==> src/rtl/can_bit_timing.sv <==
// rtl/can_bit_timing.sv - CAN bit-timing controller: tq prescaler, SYNC/SEG1/SEG2 sequencing, hard sync and SJW-limited resync
module can_bit_timing #(
  parameter int PRESCALER = 4,
  parameter int TSEG1     = 7,
  parameter int TSEG2     = 2,
  parameter int SJW       = 1
) (
  input  logic clock,
  input  logic reset,
  input  logic enable,
  input  logic RX,
  input  logic hard_sync_en,
  output logic SP,
  output logic sampled_bit,
  output logic bit_start,
  output logic hard_synced
);

  localparam int PRESC_W = (PRESCALER > 1) ? $clog2(PRESCALER) : 1;
  localparam int SEG_W   = $clog2(TSEG1 + SJW + TSEG2 + 1);

  localparam logic [PRESC_W-1:0] PRESC_LAST = PRESC_W'(PRESCALER - 1);
  localparam logic [SEG_W-1:0]   TSEG1_C    = SEG_W'(TSEG1);
  localparam logic [SEG_W-1:0]   TSEG2_C    = SEG_W'(TSEG2);
  localparam logic [SEG_W-1:0]   SJW_C      = SEG_W'(SJW);

  typedef enum logic [1:0] {
    ST_IDLE,
    ST_SYNC,
    ST_SEG1,
    ST_SEG2
  } state_t;

  state_t             state_q, state_d;
  logic [PRESC_W-1:0] presc_q, presc_d;
  logic [SEG_W-1:0]   seg_cnt_q, seg_cnt_d;
  logic [SEG_W-1:0]   ext_q, ext_d;
  logic [SEG_W-1:0]   shr_q, shr_d;
  logic               synced_q, synced_d;
  logic               rx_meta_q, rx_meta_d;
  logic               rx_s_q, rx_s_d;
  logic               rx_dly_q, rx_dly_d;
  logic               sp_q, sp_d;
  logic               sampled_bit_q, sampled_bit_d;
  logic               bit_start_q, bit_start_d;
  logic               hard_synced_q, hard_synced_d;

  logic               fall_edge;
  logic               tq_end;
  logic               go_sync;
  logic [SEG_W-1:0]   seg1_len;
  logic [SEG_W-1:0]   seg2_len;
  logic [SEG_W-1:0]   seg2_left;

  always_comb begin
    rx_meta_d     = RX;
    rx_s_d        = rx_meta_q;
    rx_dly_d      = rx_s_q;
    fall_edge     = rx_dly_q & ~rx_s_q;
    tq_end        = (presc_q == PRESC_LAST);

    state_d       = state_q;
    presc_d       = tq_end ? '0 : presc_q + 1'b1;
    seg_cnt_d     = seg_cnt_q;
    ext_d         = ext_q;
    shr_d         = shr_q;
    synced_d      = synced_q;
    sp_d          = 1'b0;
    sampled_bit_d = sampled_bit_q;
    bit_start_d   = 1'b0;
    hard_synced_d = 1'b0;
    go_sync       = 1'b0;
    seg2_left     = (TSEG2_C - shr_q) - seg_cnt_q;
    seg1_len      = TSEG1_C + ext_q;
    seg2_len      = TSEG2_C - shr_q;

    if (!enable) begin
      state_d   = ST_IDLE;
      presc_d   = '0;
      seg_cnt_d = '0;
      ext_d     = '0;
      shr_d     = '0;
      synced_d  = 1'b0;
    end else if (fall_edge && (state_q == ST_IDLE || hard_sync_en)) begin
      go_sync       = 1'b1;
      hard_synced_d = 1'b1;
    end else if (state_q == ST_IDLE) begin
      presc_d   = '0;
      seg_cnt_d = '0;
    end else begin
      if (fall_edge && !synced_q) begin
        synced_d = 1'b1;
        if (state_q == ST_SEG1) begin
          ext_d = (seg_cnt_q >= SJW_C) ? SJW_C : seg_cnt_q + 1'b1;
        end else if (state_q == ST_SEG2) begin
          if (seg2_left <= SJW_C) begin
            go_sync = 1'b1;
          end else begin
            shr_d = SJW_C;
          end
        end
      end

      // Segment ends honour a jump taken on this very clock.
      seg1_len = TSEG1_C + ext_d;
      seg2_len = TSEG2_C - shr_d;

      if (!go_sync && tq_end) begin
        case (state_q)
          ST_SYNC: begin
            state_d   = ST_SEG1;
            seg_cnt_d = '0;
          end
          ST_SEG1: begin
            if (seg_cnt_q >= seg1_len - 1'b1) begin
              state_d       = ST_SEG2;
              seg_cnt_d     = '0;
              sp_d          = 1'b1;
              sampled_bit_d = rx_s_q;
            end else begin
              seg_cnt_d = seg_cnt_q + 1'b1;
            end
          end
          ST_SEG2: begin
            if (seg_cnt_q >= seg2_len - 1'b1) begin
              go_sync = 1'b1;
            end else begin
              seg_cnt_d = seg_cnt_q + 1'b1;
            end
          end
          default: begin
            state_d = ST_IDLE;
          end
        endcase
      end
    end

    if (go_sync) begin
      state_d     = ST_SYNC;
      presc_d     = '0;
      seg_cnt_d   = '0;
      ext_d       = '0;
      shr_d       = '0;
      synced_d    = 1'b0;
      bit_start_d = 1'b1;
    end
  end

  always_ff @(posedge clock) begin
    if (!reset) begin
      state_q       <= ST_IDLE;
      presc_q       <= '0;
      seg_cnt_q     <= '0;
      ext_q         <= '0;
      shr_q         <= '0;
      synced_q      <= 1'b0;
      rx_meta_q     <= 1'b1;
      rx_s_q        <= 1'b1;
      rx_dly_q      <= 1'b1;
      sp_q          <= 1'b0;
      sampled_bit_q <= 1'b1;
      bit_start_q   <= 1'b0;
      hard_synced_q <= 1'b0;
    end else begin
      state_q       <= state_d;
      presc_q       <= presc_d;
      seg_cnt_q     <= seg_cnt_d;
      ext_q         <= ext_d;
      shr_q         <= shr_d;
      synced_q      <= synced_d;
      rx_meta_q     <= rx_meta_d;
      rx_s_q        <= rx_s_d;
      rx_dly_q      <= rx_dly_d;
      sp_q          <= sp_d;
      sampled_bit_q <= sampled_bit_d;
      bit_start_q   <= bit_start_d;
      hard_synced_q <= hard_synced_d;
    end
  end

  assign SP          = sp_q;
  assign sampled_bit = sampled_bit_q;
  assign bit_start   = bit_start_q;
  assign hard_synced = hard_synced_q;

endmodule
==> config.mk <==
export PLATFORM = sky130hd
export DESIGN_NAME = can_bit_timing
export DESIGN_NICKNAME = d
export VERILOG_FILES = /design/src/rtl/can_bit_timing.sv
export SDC_FILE = /design/constraint.sdc
export NUM_CORES = 1
export LEC_CHECK = 0
export BUFFER_PORTS_ARGS = -buffer_cell sky130_fd_sc_hd__buf_2
export CAP_MARGIN = 20
export CORE_MARGIN = 2
export CORE_UTILIZATION = 35
export CTS_BUF_LIST = sky130_fd_sc_hd__clkbuf_16
export DETAILED_ROUTE_END_ITERATION = 10
export PLACE_DENSITY_LB_ADDON = 0.08
export RECOVER_POWER = 50
export SLEW_MARGIN = 15
export SYNTH_ARGS = -nofsm -noshare
export SYNTH_HDL_FRONTEND = slang
export SYNTH_SLANG_ARGS = --single-unit
==> constraint.sdc <==
create_clock -name clock -period 5.38 [get_ports clock]
set_input_delay 0.269 -clock clock [delete_from_list [all_inputs] [get_ports clock]]
set_output_delay 0.269 -clock clock [all_outputs]
set_load 0.02 [all_outputs]
==> results.cfg <==
[placed_design]
placed_cells = 225
io_buffers = 8
dp_hpwl_um = 2460
gp_congestion = 0.790
preCtsSetupSlack_ns = 1.19

[logic_synthesis]
synth_fa_ha_area_share_pct = 20.5
synth-simple-area-share_pct = 23.6
yosysWarnings = 0
synth-seq-cells = 24
syn_area_per_cell_um2 = 8.84
seq_area_frac_synth_pct = 32.0
synthMuxAreaShare_pct = 2.75
synth.distinct_cells = 41
synth_xor_area_share_pct = 2.91
ys_async_sr_fraction_pct = 0
synth_top_family_by_area = simple AND/OR/NAND/NOR gates
synth_edf_count = 0
syn-cell-area_mm2 = 0.00150
synth_compound_area_share_pct = 13.5
syn_nets = 199
synthFlopType = dfxtp_1
syn_inst = 170

[setup_path]
worstPathArrival_ns = 4.40
worstSetupPathType = reg2reg
cp-start-kind = flop
critPathMaxFanout = 12
required_ns = 5.55
critPathCaptureType = flop

[floorplanning]
design.die.area_mm2 = 0.00483
die_w_um = 69.5
core_mm2 = 0.00406
die_h_um = 69.5
pin_count = 9
core.rowCount = 23
initial_core_util_pct = 37.0

[clock_tree]
cts_max_level = 1
insertion_delay_ns = 0.26
cts_buffer_depth = 2
holdBufCountCts = 0
path_clk_slew_ns = 0.06
cts.sinks = 24
cts_resized = 0
cts_setup_buffers = 0
cts_buffers = 3
cts-root-buf = clkbuf_16
cts_tree = yes

[power]
intPower_mw = 0.284
switching_share_pct = 21.0
vdd_drop_max_mv = 0.0971
power.switching_mw = 0.0754
p_seq_share_pct = 50.1
power.share.clock_pct = 45.7
p_leak_nw = 0.678
power_density_mw_per_mm2 = 217
pwr-share-comb_pct = 4.1

[sta]
clock-skew-final_ns = 0.00216
post-route-min-period_ns = 4.24
slew_headroom_pct = 56.1
final_max_slew_viol_count = 0
hold_viol_final = 0
fmax_mhz = 236
setup_slack_ns = 1.14
rsz0062_at_grt = false
tightest_slew_ns = 0.658
setup_violations = 0
timing.setup.tns_ns = 0
post-route-period-util_pct = 78.7

[job]
cap_violations = 0

[global_routing]
grt_use_met3_pct = 2.76
grt_max_degree = 14
grt_pass1_wl_um = 5490
grt_use_met1_pct = 17.2
grt_usage_pct = 14.3
met2_usage_pct = 24.9
busiest_layer = met2
grt_pass1_vias = 1175
overflow = 0
antenna_found_initial = 0

[cells_and_area]
regArea_um2 = 480
syn_to_final_growth_pct = 10.4
fin_cells = 229
final_common_cell = dfxtp_1
multiInputGateArea_um2 = 950
nFillCells = 423
finalNetCount = 209
final_cell_mix = 24 x dfxtp_1, 23 x ha_1, 17 x nand2_1, 14 x a21oi_1, 14 x inv_1
final_util_pct = 40.9
drive_above_1_share_pct = 8.38
diodes = 0

[detailed_routing]
drc = 0
dr.pass1.iters = 4
vias = 1172
dr.first_iter.drc_count = 38
ant_nets = 0
wl_per_cell_um = 14.0
vias_per_cell = 5.12
routed_wl_um = 3200

[outcome]
outcome = finished clean

[min_path]
hp-class = in2reg
## state kept, by name, summed over array words and instances, names as in the netlist
signal / flops
bit_start: 1
rx_dly_q: 1
presc_q: 2
ext_q: 4
rx_meta_q: 1
SP: 1
seg_cnt_q: 4
sampled_bit: 1
state_q: 2
shr_q: 4
hard_synced: 1
rx_dly_d: 1
synced_q: 1
## synthesized netlist by cell type (2+ instances only)
| cell | number | area (µm²) |
|---|---|---|
| ha_1 | 23 | 288 |
| nor2_1 | 11 | 41.3 |
| nand2b_1 | 8 | 50.1 |
| nor4_1 | 2 | 12.5 |
| mux2i_1 | 3 | 30.0 |
| xor2_1 | 2 | 17.5 |
| dfxtp_1 | 24 | 480 |
| a22oi_1 | 2 | 15.0 |
| xnor2_1 | 3 | 26.3 |
| and3_1 | 4 | 25.0 |
| a31oi_1 | 4 | 25.0 |
| nand2_1 | 17 | 63.8 |
| nor2b_1 | 3 | 18.8 |
| a21oi_1 | 14 | 70.1 |
| o21ai_0 | 3 | 15.0 |
| or3_1 | 2 | 12.5 |
| nor3_1 | 4 | 20.0 |
| nand3_1 | 5 | 25.0 |
| inv_1 | 14 | 52.6 |
## routing by layer
layer / up-vias / part of all wire (%)
li1: 612 / -
met1: 538 / 48
met2: 16 / 47
met3: 6 / 2.8
met4: 0 / 2.1
met5: - / 0
## cells by family after synthesis
kind of cell               after synthesis
buffers and inverters                   17
muxes                                    4
adders and majority gates               24
DFF                                     24
AOI/OAI and AO/OA                       30
and+or+nand+nor                         66
xor gates and xnor gates                 5
## final cells by class
cell class | count | area share [%]
Timing Repair Buffer | 8 | 2.11
Tap cell | 50 | 3.77
Multi-Input combinational cell | 129 | 57.2
Clock inverter | 1 | 0.226
Sequential cell | 24 | 29.0
Clock buffer | 3 | 4.52
Inverter | 14 | 3.17
## critical path: stages (launching register included)
cell and delay (ns):
dfxtp_1 0.40, inv_1 0.12, ha_1 0.30, ha_1 0.14, inv_1 0.05, fa_1 0.36
xor2_1 0.16, xnor2_1 0.33, nand2_1 0.15, nand2_1 0.13, nand2_1 0.09, ha_1 0.21
xnor2_1 0.13, ha_1 0.20, a2111o_1 0.43, nand4_1 0.11, a21oi_1 0.10, or3_4 0.49
nor4b_1 0.24
## through the flow
stage / total power, mW / hold slack [ns] / cell area (µm²)
floorplan: 0.194 / 0.331 / 1500
global placement: 0.199 / 0.399 / 1590
detailed placement: 0.199 / 0.397 / 1590
CTS: 0.361 / 0.191 / 1660
global route: 0.370 / 0.203 / 1660
finish: 0.360 / 0.189 / 1660
## worst paths after layout
path,from,end,slack (ns),depth (start not counted)
worst max register to register,seg_cnt_q[1],presc_q[0],1.14,18
worst max-delay path,seg_cnt_q[1],presc_q[0],1.14,18
worst min-delay path,RX,rx_meta_q,0.19,2
worst min register to register,rx_meta_q,rx_dly_d,0.42,1
## power groups by stage
stage	logic [mW]	registers (mW)	clock network, mW
after global routing	0.0170	0.180	0.173
after floorplan	0.0101	0.184	0
after detailed placement	0.0149	0.184	0
after CTS	0.0149	0.180	0.166
after global placement	0.0148	0.184	0
final	0.0149	0.180	0.164
No activity file was read; power rests on OpenSTA's default activity.
